<file path="config.mk">
export PLATFORM = sky130hd
export DESIGN_NAME = utf16_encoder_flat
export DESIGN_NICKNAME = d
export VERILOG_FILES = /design/src/rtl/utf16_encoder_if.sv /design/src/rtl/utf16_encoder.sv /design/src/flat_wrapper.sv
export SDC_FILE = /design/constraint.sdc
export NUM_CORES = 1
export LEC_CHECK = 0
export CAP_MARGIN = 20
export CORE_MARGIN = 4
export CORE_UTILIZATION = 40
export DETAILED_ROUTE_END_ITERATION = 8
export PLACE_DENSITY_LB_ADDON = 0.08
export SLEW_MARGIN = 10
export SYNTH_ARGS = -nofsm -noshare
export SYNTH_HDL_FRONTEND = slang
export SYNTH_SLANG_ARGS = --single-unit
</file>
<file path="constraint.sdc">
create_clock -name i_clock -period 1.7 [get_ports i_clock]
set_clock_uncertainty 0.1 [all_clocks]
set_input_delay 0.425 -clock i_clock [delete_from_list [all_inputs] [get_ports i_clock]]
set_output_delay 0.425 -clock i_clock [all_outputs]
set_load 0.005 [all_outputs]
</file>
<file path="src/rtl/utf16_encoder_if.sv">
// utf16_encoder_if: code point in / UTF-16 unit out handshake bundle
interface utf16_encoder_if;
  logic        allow;
  logic [20:0] code_point;
  logic        ready;
  logic [15:0] unit;
  logic        unit_valid;
  logic        unit_ack;
  logic [1:0]  status;
  modport master (output allow, code_point, unit_ack, input ready, unit, unit_valid, status);
  modport slave (input allow, code_point, unit_ack, output ready, unit, unit_valid, status);
endinterface

</file>
<file path="src/rtl/utf16_encoder.sv">
// utf16_encoder: code point -> UTF-16 units (BMP or surrogate pair); optional BOM via UTF16_ENCODER_BOM_EN
module utf16_encoder #(
  parameter bit REPLACE_INVALID = 1'b0,
  parameter bit SWAP_BYTES      = 1'b0
) (
  input logic            i_clock,
  input logic            i_reset_n,
  utf16_encoder_if.slave bus
);
  typedef enum logic [2:0] {
    S_IDLE, S_SINGLE, S_HIGH, S_LOW, S_ERR
`ifdef UTF16_ENCODER_BOM_EN
    , S_BOM
`endif
  } state_t;
  state_t      r_state, w_next, w_cls_st, w_acc_st;
  logic        r_live, r_done;
  logic [15:0] r_unit, w_cls_unit;
  logic [9:0]  r_low;
  logic [19:0] w_v;
  logic        w_bmp, w_supp, w_fin, w_ready, w_accept, w_valid;
`ifdef UTF16_ENCODER_BOM_EN
  logic        r_bom_done;
  state_t      r_pend_st;
  logic [15:0] r_pend_unit;
`endif
  always_comb begin
    w_v        = bus.code_point[19:0] - 20'h10000;
    w_bmp      = bus.code_point <= 21'h00FFFF && bus.code_point[15:11] != 5'b11011;
    w_supp     = bus.code_point >= 21'h010000 && bus.code_point <= 21'h10FFFF;
    w_cls_st   = w_bmp ? S_SINGLE : w_supp ? S_HIGH : REPLACE_INVALID ? S_SINGLE : S_ERR;
    w_cls_unit = w_bmp ? bus.code_point[15:0] : w_supp ? {6'b110110, w_v[19:10]} : 16'hFFFD;
`ifdef UTF16_ENCODER_BOM_EN
    w_acc_st   = (!r_bom_done && w_cls_st != S_ERR) ? S_BOM : w_cls_st;
`else
    w_acc_st   = w_cls_st;
`endif
    w_fin      = (r_state == S_SINGLE || r_state == S_LOW) && bus.unit_ack;
    // r_live keeps ready low until the first edge after reset release
    w_ready    = r_live && (r_state == S_IDLE || w_fin);
    w_accept   = bus.allow && w_ready;
  end
  always_ff @(posedge i_clock or negedge i_reset_n)
    if (!i_reset_n) r_state <= S_IDLE;
    else r_state <= w_next;
  always_comb begin
    w_next = r_state;
    case (r_state)
      S_IDLE, S_SINGLE, S_LOW: w_next = w_accept ? w_acc_st : w_fin ? S_IDLE : r_state;
      S_HIGH:                  w_next = bus.unit_ack ? S_LOW : S_HIGH;
`ifdef UTF16_ENCODER_BOM_EN
      S_BOM:                   w_next = bus.unit_ack ? r_pend_st : S_BOM;
`endif
      default:                 w_next = r_state;
    endcase
  end
  always_ff @(posedge i_clock or negedge i_reset_n)
    if (!i_reset_n) begin
      r_live      <= 1'b0;
      r_done      <= 1'b0;
      r_unit      <= '0;
      r_low       <= '0;
`ifdef UTF16_ENCODER_BOM_EN
      r_bom_done  <= 1'b0;
      r_pend_st   <= S_IDLE;
      r_pend_unit <= '0;
`endif
    end else begin
      r_live <= 1'b1;
      if (w_accept) begin
        r_done      <= 1'b1;
        r_low       <= w_v[9:0];
`ifdef UTF16_ENCODER_BOM_EN
        r_bom_done  <= 1'b1;
        r_pend_st   <= w_cls_st;
        r_pend_unit <= w_cls_unit;
        r_unit      <= (w_acc_st == S_BOM) ? 16'hFEFF : w_cls_unit;
`else
        r_unit      <= w_cls_unit;
`endif
      end else if (r_state == S_HIGH && bus.unit_ack) r_unit <= {6'b110111, r_low};
`ifdef UTF16_ENCODER_BOM_EN
      else if (r_state == S_BOM && bus.unit_ack) r_unit <= r_pend_unit;
`endif
    end
  always_comb begin
    w_valid        = r_state != S_IDLE && r_state != S_ERR;
    bus.unit_valid = w_valid;
    bus.ready      = w_ready;
    bus.unit       = !w_valid ? 16'h0 : SWAP_BYTES ? {r_unit[7:0], r_unit[15:8]} : r_unit;
    bus.status     = r_state == S_ERR ? 2'd3 : w_valid ? 2'd1 : r_done ? 2'd2 : 2'd0;
  end
endmodule

</file>
<file path="src/flat_wrapper.sv">
// flat-port wrapper written by rule: the top's interface ports become plain ports
module utf16_encoder_flat 
#(
  parameter bit REPLACE_INVALID = 1'b0,
  parameter bit SWAP_BYTES      = 1'b0
)
  (i_clock, i_reset_n, bus_allow, bus_code_point, bus_unit_ack, bus_ready, bus_unit, bus_unit_valid, bus_status);
  utf16_encoder_if bus_i ();
  input logic i_clock;
  input logic i_reset_n;
  input wire logic [$bits(bus_i.allow)-1:0] bus_allow;
  input wire logic [$bits(bus_i.code_point)-1:0] bus_code_point;
  input wire logic [$bits(bus_i.unit_ack)-1:0] bus_unit_ack;
  output wire logic [$bits(bus_i.ready)-1:0] bus_ready;
  output wire logic [$bits(bus_i.unit)-1:0] bus_unit;
  output wire logic [$bits(bus_i.unit_valid)-1:0] bus_unit_valid;
  output wire logic [$bits(bus_i.status)-1:0] bus_status;
  assign bus_i.allow = bus_allow;
  assign bus_i.code_point = bus_code_point;
  assign bus_i.unit_ack = bus_unit_ack;
  assign bus_ready = bus_i.ready;
  assign bus_unit = bus_i.unit;
  assign bus_unit_valid = bus_i.unit_valid;
  assign bus_status = bus_i.status;
  utf16_encoder #(.REPLACE_INVALID(REPLACE_INVALID), .SWAP_BYTES(SWAP_BYTES)) u_core (.i_clock(i_clock), .i_reset_n(i_reset_n), .bus(bus_i));
endmodule
</file>
==> flow_summary.ini <==
[run_status]
status = complete, but fails checks
violations = negative setup slack

[critical_path]
rrSetupSlack_ps = -320
endpoint_kind = flip-flop
worst_setup_path_start_kind = primary input
r2r_end = u_core.r_unit[7]
critical_path_peak_fanout = 4
cp.arrival_ps = 2140
r2r_cells = 10
critical_path_required_ps = 1780
path_class = in2reg
r2r-start = u_core.r_state[0]

[floorplanning]
placeableCoreArea_um2 = 4474
floorplan.initialDensity_pct = 42.67
core.rowCount = 24
die_area_um2 = 5943
count_of_pins_on_the_block_boundary = 45
die-height_um = 77.09
die_w_um = 77.09

[clocking]
ctsHtreeMaxLevel = 2
insertion_delay_ps = 300
max-clock-path-buffers = 2
clock_tree.root_cell = sky130_fd_sc_hd__clkbuf_8
cts.sinks = 31
cts_hold_repair.buffers = 0
clk_pin_slew_worst_paths_ps = 70
cts_made_buffers = 5
cts_tree = yes

[timing]
timing.final.max_slew_violations = 0
setup_viol_count_final = 48
grt_setup_unrepaired = true
achievable-frequency_ghz = 0.4854
post-route-worst-setup-slack_ps = -360.3
report.final.hold_viol_count = 0
period_share_pct = 121.2
timing.setup.tns_ps = -7363
time_the_final_worst_path_needs_with_i_o_delays_and_setup_ps = 2060

[place]
post-dp-hpwl_mm = 4.455
place_congestion = 0.9176
placedInstanceArea_um2 = 2872
port-buffer-count = 44
dp.cells = 369
place_ws_ps = -1001

[hold_path]
min_path_type = in2reg
min-delay-start = bus_code_point[1]
timing.hold.worst_endpoint = u_core.r_low[1]
min_path_cells = 2

[global_routing]
grt_util_all_layers_pct = 26.47
grt_antenna_before_repair = 0
grt_start_max_net_pins = 32
global_route_total_overflow = 0
grt_pass1_vias = 2398
grt_pass1_wl_mm = 12.20

[power_and_ir_drop]
power_switching_mw = 0.4423
netSwitchingFraction_pct = 27.06
cellPowerDensity_nw_per_um2 = 437.2
pwr-share-comb_pct = 17.2
worst_vdd_ir_uv = 492.9
static-leakage-power_nw = 1.721
power.sequential.fraction_pct = 45.3
power.share.clock_pct = 37.5
internal_power_mw = 1.192

[finish]
final_cell_area_um2 = 3737
final_core_util_pct = 83.53
area_growth_syn_to_layout_pct = 95.74
post_route_cells_drive_above_1_share_pct = 61.36
layout.cells.non_filler = 404
mostFrequentLayoutCell = sky130_fd_sc_hd__buf_4
antenna-diode-count = 0
most-common-layout-cells = sky130_fd_sc_hd__buf_4 (56), sky130_fd_sc_hd__buf_6 (48), sky130_fd_sc_hd__dfrtp_1 (31)
fin_nets = 380

[drt]
drc = 0
route.detailed.vias_per_inst = 6.134
routed_wirelength_mm = 9.087
drt_iter0_drc = 203
dr_vias = 2478
drt-pass1-iter-count = 5
drt-wirelength-per-cell_um = 22.49
route.antenna.remaining_nets = 0

[yosys]
yosysSeqAreaShare_pct = 40.63
post_synth_inst_count = 225
synth_edf_count = 0
synth_cell_type_count = 43
async_set_or_reset_register_ratio_after_synthesis_pct = 100.0
synth-seq-cells = 31
synth_nets = 253
synth_flop_cell = sky130_fd_sc_hd__dfrtp_1
synth.yosys.warnings = 0
syn_avg_cell_area_um2 = 8.486
mappedNetlistArea_um2 = 1909

[flow_run]
maxCapViolations = 0
[worst max path at each step]
stage | endpoint | start | slack, ps | cells after the start
final | u_core.r_unit[7] | bus_code_point[19] | -360 | 7
after global routing | u_core.r_unit[7] | bus_code_point[19] | -410 | 7
after CTS | u_core.r_unit[5] | u_core.r_state[0] | -190 | 10
after detailed placement | u_core.r_unit[0] | bus_code_point[17] | -1000 | 8
after global placement | u_core.r_unit[2] | bus_code_point[16] | -970 | 7
after floorplan | u_core.r_unit[11] | bus_code_point[0] | -260 | 6
[power groups by stage]
stage | combinational, mW | sequential (mW) | clock (mW)
final | 0.281 | 0.741 | 0.612
after detailed placement | 0.216 | 0.754 | 0
after global routing | 0.294 | 0.741 | 0.643
after global placement | 0.215 | 0.754 | 0
after floorplan | 0.0480 | 0.754 | 0
after CTS | 0.232 | 0.741 | 0.596
[layout make-up]
| type | count | area [µm²] |
|---|---|---|
| inverter | 20 | 75.07 |
| fill | 250 | 737.0 |
| timing repair buffer | 133 | 1291 |
| sequential | 31 | 775.7 |
| multi-input combinational | 161 | 1443 |
| clock inverter | 1 | 5.005 |
| tap | 52 | 65.06 |
| clock buffer | 6 | 82.58 |
[what timing repair did]
item	in CTS	in global routing
endpoints found under the setup margin	49	50
gates resized for setup	248	72
cloned	4	1
pin swaps	58	27
endpoints found under the hold margin	0	0
buffers inserted	18	7
[state kept, by name, summed over array words and instances (netlist names)]
| register | count |
|---|---|
| u_core.r_done | 1 |
| u_core.r_live | 1 |
| u_core.r_low | 10 |
| u_core.r_state | 3 |
| u_core.r_unit | 16 |
[cell families (layout without fill, tap and decap cells)]
| logic type | after synthesis | count (layout) | share of synthesized area [%] |
|---|---|---|---|
| multiplexers | 3 | 3 | 1.638 |
| buffers and inverters | 33 | 160 | 6.750 |
| flip-flops | 31 | 31 | 40.63 |
| adder cells (fa/ha/maj) | 3 | 3 | 1.966 |
| other | 1 | 1 | 0.1964 |
| XOR/XNOR | 2 | 2 | 0.9176 |
| AO/OA/AOI/OAI | 49 | 49 | 17.96 |
| AND/OR/NAND/NOR | 103 | 103 | 29.95 |
[worst max-delay path, cell delays in order]
cell,delay (ps)
sky130_fd_sc_hd__dlygate4sd2_1,300
sky130_fd_sc_hd__or4_4,490
sky130_fd_sc_hd__a211oi_4,270
sky130_fd_sc_hd__buf_4,180
sky130_fd_sc_hd__buf_6,110
sky130_fd_sc_hd__nor4_2,50
sky130_fd_sc_hd__a221oi_1,310
[metal layers]
layer,wire (µm),global-route usage (%),vias up
li1,-,-,1066
met1,3341,32.28,1187
met2,4564,43.21,176
met3,765,7.260,49
met4,416,12.63,0
met5,0,0,-
[per-stage QoR]
step	power, mW	hold slack, ps
after floorplan	0.8015	29.41
after global placement	0.9693	351.9
after detailed placement	0.9701	353.4
after CTS	1.568	321.9
after global routing	1.678	296.5
final	1.634	280.6
[synthesized netlist by cell type (2+ instances only)]
| cell type | number | area, µm² |
|---|---|---|
| sky130_fd_sc_hd__and2_1 | 18 | 112.6 |
| sky130_fd_sc_hd__clkbuf_1 | 7 | 26.28 |
| sky130_fd_sc_hd__ha_1 | 3 | 37.54 |
| sky130_fd_sc_hd__buf_1 | 2 | 7.510 |
| sky130_fd_sc_hd__a211oi_1 | 2 | 15.01 |
| sky130_fd_sc_hd__o21ai_0 | 14 | 70.07 |
| sky130_fd_sc_hd__inv_1 | 20 | 75.07 |
| sky130_fd_sc_hd__a21o_1 | 2 | 15.01 |
| sky130_fd_sc_hd__buf_2 | 4 | 20.02 |
| sky130_fd_sc_hd__a311oi_1 | 2 | 17.52 |
| sky130_fd_sc_hd__mux2i_1 | 2 | 20.02 |
| sky130_fd_sc_hd__nand2_1 | 29 | 108.9 |
| sky130_fd_sc_hd__a221oi_1 | 7 | 61.31 |
| sky130_fd_sc_hd__nand3_1 | 8 | 40.04 |
| sky130_fd_sc_hd__nor3_1 | 7 | 35.03 |
| sky130_fd_sc_hd__o211ai_1 | 3 | 22.52 |
| sky130_fd_sc_hd__o22a_1 | 4 | 35.03 |
| sky130_fd_sc_hd__dfrtp_1 | 31 | 775.7 |
| sky130_fd_sc_hd__nor4_1 | 9 | 56.30 |
| sky130_fd_sc_hd__xnor2_1 | 2 | 17.52 |
| sky130_fd_sc_hd__nand4_1 | 12 | 75.07 |
| sky130_fd_sc_hd__a21oi_1 | 8 | 40.04 |
| sky130_fd_sc_hd__nor2_1 | 9 | 33.78 |
No activity file was read; power rests on OpenSTA's default activity.
